--- src/rtl/line_copy_dma_pkg.sv ---
// Shared types and constants for the line copy DMA: state encoding, line geometry
// and the helper that aligns byte addresses to a line boundary.
package line_copy_dma_pkg;

  localparam int ADDR_W     = 32;
  localparam int LINE_BYTES = 16;
  localparam int LINE_W     = 128;
  localparam int STRB_W     = LINE_BYTES;
  localparam int MSG_W      = 32;
  localparam int OFF_W      = $clog2(LINE_BYTES);

  localparam logic [STRB_W-1:0] STRB_ALL  = 16'hFFFF;
  localparam logic [ADDR_W-1:0] LINE_STEP = ADDR_W'(LINE_BYTES);

  typedef enum logic [2:0] {
    ST_IDLE    = 3'd0,
    ST_RD_ADDR = 3'd1,
    ST_RD_DATA = 3'd2,
    ST_WR_REQ  = 3'd3,
    ST_WR_RESP = 3'd4,
    ST_DONE    = 3'd5
  } state_e;

  function automatic logic [ADDR_W-1:0] line_align(input logic [ADDR_W-1:0] addr);
    return {addr[ADDR_W-1:OFF_W], {OFF_W{1'b0}}};
  endfunction

endpackage

--- src/rtl/line_copy_dma.sv ---
// AXI-Lite master copying a run of 16-byte lines from src to dst in shared SRAM,
// one line at a time: read, write with a fixed strobe, wait for response, advance.
module line_copy_dma
  import line_copy_dma_pkg::*;
#(
  parameter int LEN_W = 12
) (
  input  logic                clk,
  input  logic                rst_n,
  // job launch
  input  logic                cmd_valid,
  output logic                cmd_ready,
  input  logic [ADDR_W-1:0]   cmd_src,
  input  logic [ADDR_W-1:0]   cmd_dst,
  input  logic [LEN_W-1:0]    cmd_lines,
  input  logic [STRB_W-1:0]   cmd_strb,
  // completion
  output logic                done_valid,
  input  logic                done_ready,
  output logic [LEN_W-1:0]    done_lines,
  output logic                done_err,
  output logic                busy,
  // read address channel
  output logic [ADDR_W-1:0]   readAddr_addr,
  output logic                readAddr_valid,
  input  logic                readAddr_ready,
  // read data channel
  input  logic [LINE_W-1:0]   readData_data,
  input  logic                readData_valid,
  output logic                readData_ready,
  // write address channel
  output logic [ADDR_W-1:0]   writeAddr_addr,
  output logic                writeAddr_valid,
  input  logic                writeAddr_ready,
  // write data channel
  output logic [LINE_W-1:0]   writeData_data,
  output logic [STRB_W-1:0]   writeData_strb,
  output logic                writeData_valid,
  input  logic                writeData_ready,
  // write response channel
  input  logic [MSG_W-1:0]    writeResp_msg,
  input  logic                writeResp_valid,
  output logic                writeResp_ready
);

  state_e              r_state;
  state_e              w_state_nxt;

  logic [ADDR_W-1:0]   r_cur_src;
  logic [ADDR_W-1:0]   r_cur_dst;
  logic [LEN_W-1:0]    r_lines;
  logic [LEN_W-1:0]    r_count;
  logic [STRB_W-1:0]   r_strb;
  logic [LINE_W-1:0]   r_buf;
  logic                r_err;
  logic                r_aw_pend;
  logic                r_w_pend;

  logic [LEN_W-1:0]    w_count_inc;
  logic                w_more_lines;
  logic                w_aw_ok;
  logic                w_w_ok;
  logic                w_wr_req_done;

  assign w_count_inc   = r_count + LEN_W'(1);
  assign w_more_lines  = (w_count_inc < r_lines);

  // A write channel counts as done once it has handshaken, either earlier
  // (pending flag already cleared) or in the current cycle.
  assign w_aw_ok       = !r_aw_pend || writeAddr_ready;
  assign w_w_ok        = !r_w_pend  || writeData_ready;
  assign w_wr_req_done = w_aw_ok && w_w_ok;

  // ---------------------------------------------------------------------------
  // State register
  // ---------------------------------------------------------------------------
  // NOTE: sequential state uses non-blocking (<=) so every register samples
  // pre-edge values; blocking here would make results depend on block order.
  always_ff @(posedge clk or negedge rst_n) begin
    if (!rst_n) begin
      r_state <= ST_IDLE;
    end else begin
      r_state <= w_state_nxt;
    end
  end

  // ---------------------------------------------------------------------------
  // Next-state decode
  // ---------------------------------------------------------------------------
  // NOTE: the default is assigned before the case so no path leaves
  // w_state_nxt unassigned, which would otherwise infer a latch.
  always_comb begin
    w_state_nxt = r_state;
    unique case (r_state)
      ST_IDLE: begin
        if (cmd_valid) begin
          w_state_nxt = (cmd_lines == '0) ? ST_DONE : ST_RD_ADDR;
        end
      end
      ST_RD_ADDR: begin
        if (readAddr_ready) w_state_nxt = ST_RD_DATA;
      end
      ST_RD_DATA: begin
        if (readData_valid) w_state_nxt = ST_WR_REQ;
      end
      ST_WR_REQ: begin
        if (w_wr_req_done) w_state_nxt = ST_WR_RESP;
      end
      ST_WR_RESP: begin
        if (writeResp_valid) begin
          w_state_nxt = w_more_lines ? ST_RD_ADDR : ST_DONE;
        end
      end
      ST_DONE: begin
        if (done_ready) w_state_nxt = ST_IDLE;
      end
      default: w_state_nxt = ST_IDLE;
    endcase
  end

  // ---------------------------------------------------------------------------
  // Job registers, line buffer and write-channel pending flags
  // ---------------------------------------------------------------------------
  // NOTE: the line buffer is reset because it drives writeData_data directly
  // and must read 0 out of reset; a true RAM would be left unreset.
  always_ff @(posedge clk or negedge rst_n) begin
    if (!rst_n) begin
      r_cur_src <= '0;
      r_cur_dst <= '0;
      r_lines   <= '0;
      r_count   <= '0;
      r_strb    <= '0;
      r_buf     <= '0;
      r_err     <= 1'b0;
      r_aw_pend <= 1'b0;
      r_w_pend  <= 1'b0;
    end else begin
      unique case (r_state)
        ST_IDLE: begin
          if (cmd_valid) begin
            r_cur_src <= line_align(cmd_src);
            r_cur_dst <= line_align(cmd_dst);
            r_lines   <= cmd_lines;
            r_strb    <= cmd_strb;
            r_count   <= '0;
            r_err     <= 1'b0;
          end
        end
        ST_RD_DATA: begin
          if (readData_valid) begin
            r_buf     <= readData_data;
            r_aw_pend <= 1'b1;
            r_w_pend  <= 1'b1;
          end
        end
        ST_WR_REQ: begin
          // Each channel drops its valid on its own handshake.
          if (writeAddr_ready) r_aw_pend <= 1'b0;
          if (writeData_ready) r_w_pend  <= 1'b0;
        end
        ST_WR_RESP: begin
          if (writeResp_valid) begin
            r_err     <= r_err | (writeResp_msg != '0);
            r_count   <= w_count_inc;
            r_cur_src <= r_cur_src + LINE_STEP;
            r_cur_dst <= r_cur_dst + LINE_STEP;
          end
        end
        default: ;
      endcase
    end
  end

  // ---------------------------------------------------------------------------
  // Outputs: decoded from state or driven straight from registers
  // ---------------------------------------------------------------------------
  assign cmd_ready       = (r_state == ST_IDLE);
  assign busy            = (r_state != ST_IDLE);
  assign done_valid      = (r_state == ST_DONE);
  assign done_lines      = r_count;
  assign done_err        = r_err;

  assign readAddr_valid  = (r_state == ST_RD_ADDR);
  assign readAddr_addr   = r_cur_src;
  assign readData_ready  = (r_state == ST_RD_DATA);

  // Address, data and strobe stay put until the response is accepted.
  assign writeAddr_valid = r_aw_pend;
  assign writeAddr_addr  = r_cur_dst;
  assign writeData_valid = r_w_pend;
  assign writeData_data  = r_buf;
  assign writeData_strb  = r_strb;
  assign writeResp_ready = (r_state == ST_WR_RESP);

endmodule

--- config.mk ---
export PLATFORM = sky130hd
export DESIGN_NAME = line_copy_dma
export DESIGN_NICKNAME = d
export VERILOG_FILES = /design/src/rtl/line_copy_dma_pkg.sv /design/src/rtl/line_copy_dma.sv
export SDC_FILE = /design/constraint.sdc
export NUM_CORES = 1
export LEC_CHECK = 0
export CAP_MARGIN = 30
export CORE_AREA = 2 2 191 193
export CTS_CLUSTER_DIAMETER = 60
export DETAILED_ROUTE_END_ITERATION = 10
export DIE_AREA = 0 0 193 195
export GPL_TIMING_DRIVEN = 0
export PLACE_DENSITY = 0.64
export SETUP_SLACK_MARGIN = 0.1
export SYNTH_ARGS = -nofsm -noshare
export SYNTH_HDL_FRONTEND = slang
export SYNTH_SLANG_ARGS = --single-unit
--- constraint.sdc ---
create_clock -name clk -period 7.3 [get_ports clk]
set_clock_uncertainty 0.1 [all_clocks]
set_input_delay 1.095 -clock clk [delete_from_list [all_inputs] [get_ports clk]]
set_output_delay 1.095 -clock clk [all_outputs]
set_load 0.1 [all_outputs]
==> key figures <==
Clock tree
  – Clock transition at path regs: around 0.060 ns
  – CTS tree: done
  – H-tree lvl count: 1
  – CTS root buf: sky130_fd_sc_hd__clkbuf_16
  – Number of sinks on the clock net: between 200 and 250
  – Hold_buf cts: 0
  – CTS buffer count: 29
  – Number of buffers inserted by post-CTS setup repair: 0
  – CTS resizes: 0
  – Insertion delay to the later sink of the worst-skew pair: 0.54 ns
  – Buffer levels on the longest clock path: 3

Route
  – Detailed route wirelength on metal3: approximately 4300 um
  – Final antenna-violating net count: 0
  – Final routed wire length divided by cell count: around 18 um
  – Number of detailed-route iterations in the first pass: 5
  – Amount of wire on met2 after detailed routing: about 20,000 um
  – Routed WL: between 40,000 and 50,000 um
  – Routed vias/inst: around 4.8
  – Number of remaining DRC errors: 0
  – 1st-iter DRT viols: around 520
  – Top routing layer in use: met5
  – Met1 routed wirelength after detailed routing: 15,100 um
  – Via count of the routed design: 10.6k

Global route
  – Combined global-route utilization of all metal layers: 0.209
  – Wire length of the first global-routing pass: around 60,000 um
  – Global route total overflow: 0
  – Vias in the first global route: roughly 11k
  – Maximum number of pins on one net before global-route repair: 116
  – Antenna violations before repair: 1

STA
  – Count of final hold-check violations: 0
  – Highest achievable clock rate: 249 MHz
  – Final Cycle Share: 0.550
  – Worst Setup Slack, final: 3.29 ns
  – Minimum period implied by the final worst setup slack: between 4 and 5 ns
  – Actual transition at the worst max-transition pin: slightly above 1 ns
  – Final setup violating endpoints: 0
  – Pins Over Slew Limit: 0
  – Post-route setup TNS: 0 ns
  – Setup repair after global routing missed its margin: no
  – Relative slew margins: 0.305
  – Worst hold-check slack: 0.316 ns

Placed design
  – Worst slack at placement: 3.72 ns
  – Final HPWL from detailed placement: 30,800 um
  – Routability congestion estimate: a little under 0.9
  – Number of input and output port buffers inserted: ~470

Layout
  – Sequential standard cell area: around 5800 um^2
  – Area growth syn-to-layout: 64.2%
  – Layout cell share with drive strength beyond 1: 0.0589
  – Final net count: around 2k
  – Area taken by multi-input logic gates: 4340 um^2
  – Fill count: 3,308

Floorplan
  – Die outline width: slightly below 200 um
  – Height of the die: about 200 um
  – Initial standard-cell utilization of the core: 0.297
  – Standard cell core area: approximately 35,000 um^2
  – Die area: roughly 38,000 um^2
  – Number of cell rows: 69
  – Ports placed on the boundary: 490

Setup path
  – Ordered cell list for the critical path: buf_2 -> or3_1 -> inv_2 -> clkdlybuf4s50_1
  – WP data arrival: between 2 and 3 ns
  – Maximum fanout encountered on the critical timing path: 10
  – Max incr delay on CP: approximately 1.2 ns
  – Critical Path Start Type: flop
  – Req. time, crit path: 6.11 ns
  – Nature of the critical path endpoint: primary output
  – Buffers & Inverters on Critical Path: 3
  – Worst path top cell family by delay: buffers and inverters
  – Standard cell with the maximum stage delay on the critical path: sky130_fd_sc_hd__clkdlybuf4s50_1
  – Category of the critical setup timing path: reg -> out

Synth
  – Share of flip-flops with an asynchronous set or reset: 1.00
  – Post-Synthesis Cells: 1,203
  – Library cell occupying the most area in the post-synthesis netlist: sky130_fd_sc_hd__dfrtp_1
  – Part of the Yosys area used for sequential elements: 0.548
  – #FFs+latches synth: 230
  – Synth Flop Type: sky130_fd_sc_hd__dfrtp_1
  – Area of the mapped netlist: around 11,000 um^2
  – Count of different cell masters after synthesis: 57
  – EDFF count, synth: 0
  – Top cell type's share of synthesized area: 0.548
  – Avg Inst Size Synth: slightly below 9 um^2
  – Yosys synthesis warning count: 0
  – Biggest area contributors in the synthesized netlist: sky130_fd_sc_hd__dfrtp_1 (55%), sky130_fd_sc_hd__nand2_1 (19%), sky130_fd_sc_hd__o21ai_0 (3.0%)

Hold path
  – Hold Path Class: in -> async

Run status
  – Outcome: completed

Flow run
  – Max-cap violations: 0
[through the flow]
step / instances / instance area [um^2] / util
after global routing: 2211 / 17200 / 0.487
after global placement: 2144 / 15800 / 0.447
final: 2212 / 17200 / 0.487
after detailed placement: 2158 / 16200 / 0.458
after floorplan: 1210 / 10500 / -
after CTS: 2211 / 17200 / 0.487
[final timing paths]
| kind | from | endpoint | slack, ns | cells after the start |
|---|---|---|---|---|
| worst max-delay path | r_state[1] | cmd_ready | 3.29 | 4 |
| min in group clk | writeData_strb[8] | writeData_strb[8] | 0.37 | 2 |
| worst max register to register | done_lines[0] | r_state[2] | 4.18 | 9 |
| worst min-delay path | rst_n | readAddr_addr[26] | 0.32 | 1 |
| max in group asynchronous | rst_n | writeData_data[122] | 5.87 | 2 |
| worst min register to register | writeData_strb[8] | writeData_strb[8] | 0.37 | 2 |
[layer usage]
| metal | GRT usage | up-vias |
|---|---|---|
| met3 | 0.0674 | 68 |
| met1 | 0.240 | 5022 |
| met4 | 0.0544 | 2 |
| met2 | 0.374 | 450 |
| li1 | - | 5075 |
| met5 | 0 | - |
[cells by family (layout without fill, tap and decap cells)]
family          Yosys count  after routing  synth area share
simple gates            677            677             0.275
flops                   230            230             0.548
compound gates          159            159            0.0985
buf+inv                  98            638            0.0406
xor+xnor                 16             16            0.0133
fa+ha+maj                14             14            0.0167
mux                       8              8           0.00775
other cells               1              9          0.000357
[cells in the mapped netlist, types with 7 or more instances]
cell type                    n
sky130_fd_sc_hd__nand2_1   526
sky130_fd_sc_hd__o21ai_0    63
sky130_fd_sc_hd__nand3_1    35
sky130_fd_sc_hd__nand4_1    26
sky130_fd_sc_hd__nor4_1     14
sky130_fd_sc_hd__clkbuf_1   41
sky130_fd_sc_hd__dfrtp_1   230
sky130_fd_sc_hd__ha_1       14
sky130_fd_sc_hd__inv_1      27
sky130_fd_sc_hd__o311ai_0   12
sky130_fd_sc_hd__mux2i_1     7
sky130_fd_sc_hd__buf_4      10
sky130_fd_sc_hd__a21oi_1    15
sky130_fd_sc_hd__xor2_1     11
sky130_fd_sc_hd__nor2_1     27
sky130_fd_sc_hd__nor3_1     11
sky130_fd_sc_hd__a22oi_1    11
sky130_fd_sc_hd__and3_1     12
sky130_fd_sc_hd__o211ai_1   14
sky130_fd_sc_hd__buf_2      17
sky130_fd_sc_hd__a31oi_1    12
[cell type report]
type                            instances  area share
Inverter                               28     0.00610
Tap cell                              461      0.0335
Clock buffer                           42      0.0502
Buffer                                 70      0.0187
Clock inverter                         11     0.00827
Antenna cell                            1    0.000145
Sequential cell                       230       0.334
Multi-Input combinational cell        882       0.252
Timing Repair Buffer                  487       0.297
[sequential cells by signal, summed over array words and instances (netlist names)]
signal	count
r_lines	12
writeAddr_addr	28
r_state	3
done_lines	12
readAddr_addr	28
done_err	1
writeData_strb	16
writeData_data	128
writeAddr_valid	1
writeData_valid	1
[placed cells by master, fill, tap and decap left out, drive strengths merged, types with 5 or more instances in the layout]
| cell type | instances |
|---|---|
| o211ai | 14 |
| a221o | 6 |
| xnor2 | 5 |
| dfrtp | 230 |
| clkbuf | 83 |
| o21ai | 63 |
| xor2 | 11 |
| conb | 8 |
| clkinv | 5 |
| a31oi | 12 |
| o311ai | 12 |
| a22oi | 11 |
| inv | 29 |
| nand4 | 26 |
| buf | 44 |
| nand2 | 527 |
| nand3 | 37 |
| mux2i | 7 |
| nor3 | 12 |
| clkdlybuf4s50 | 472 |
| ha | 14 |
| a21oi | 15 |
| nor4 | 16 |
| nor2 | 29 |
| and3 | 12 |
Power is not shown: default switching activity piles up to over one toggle a cycle in this logic, so the estimate is an artifact.
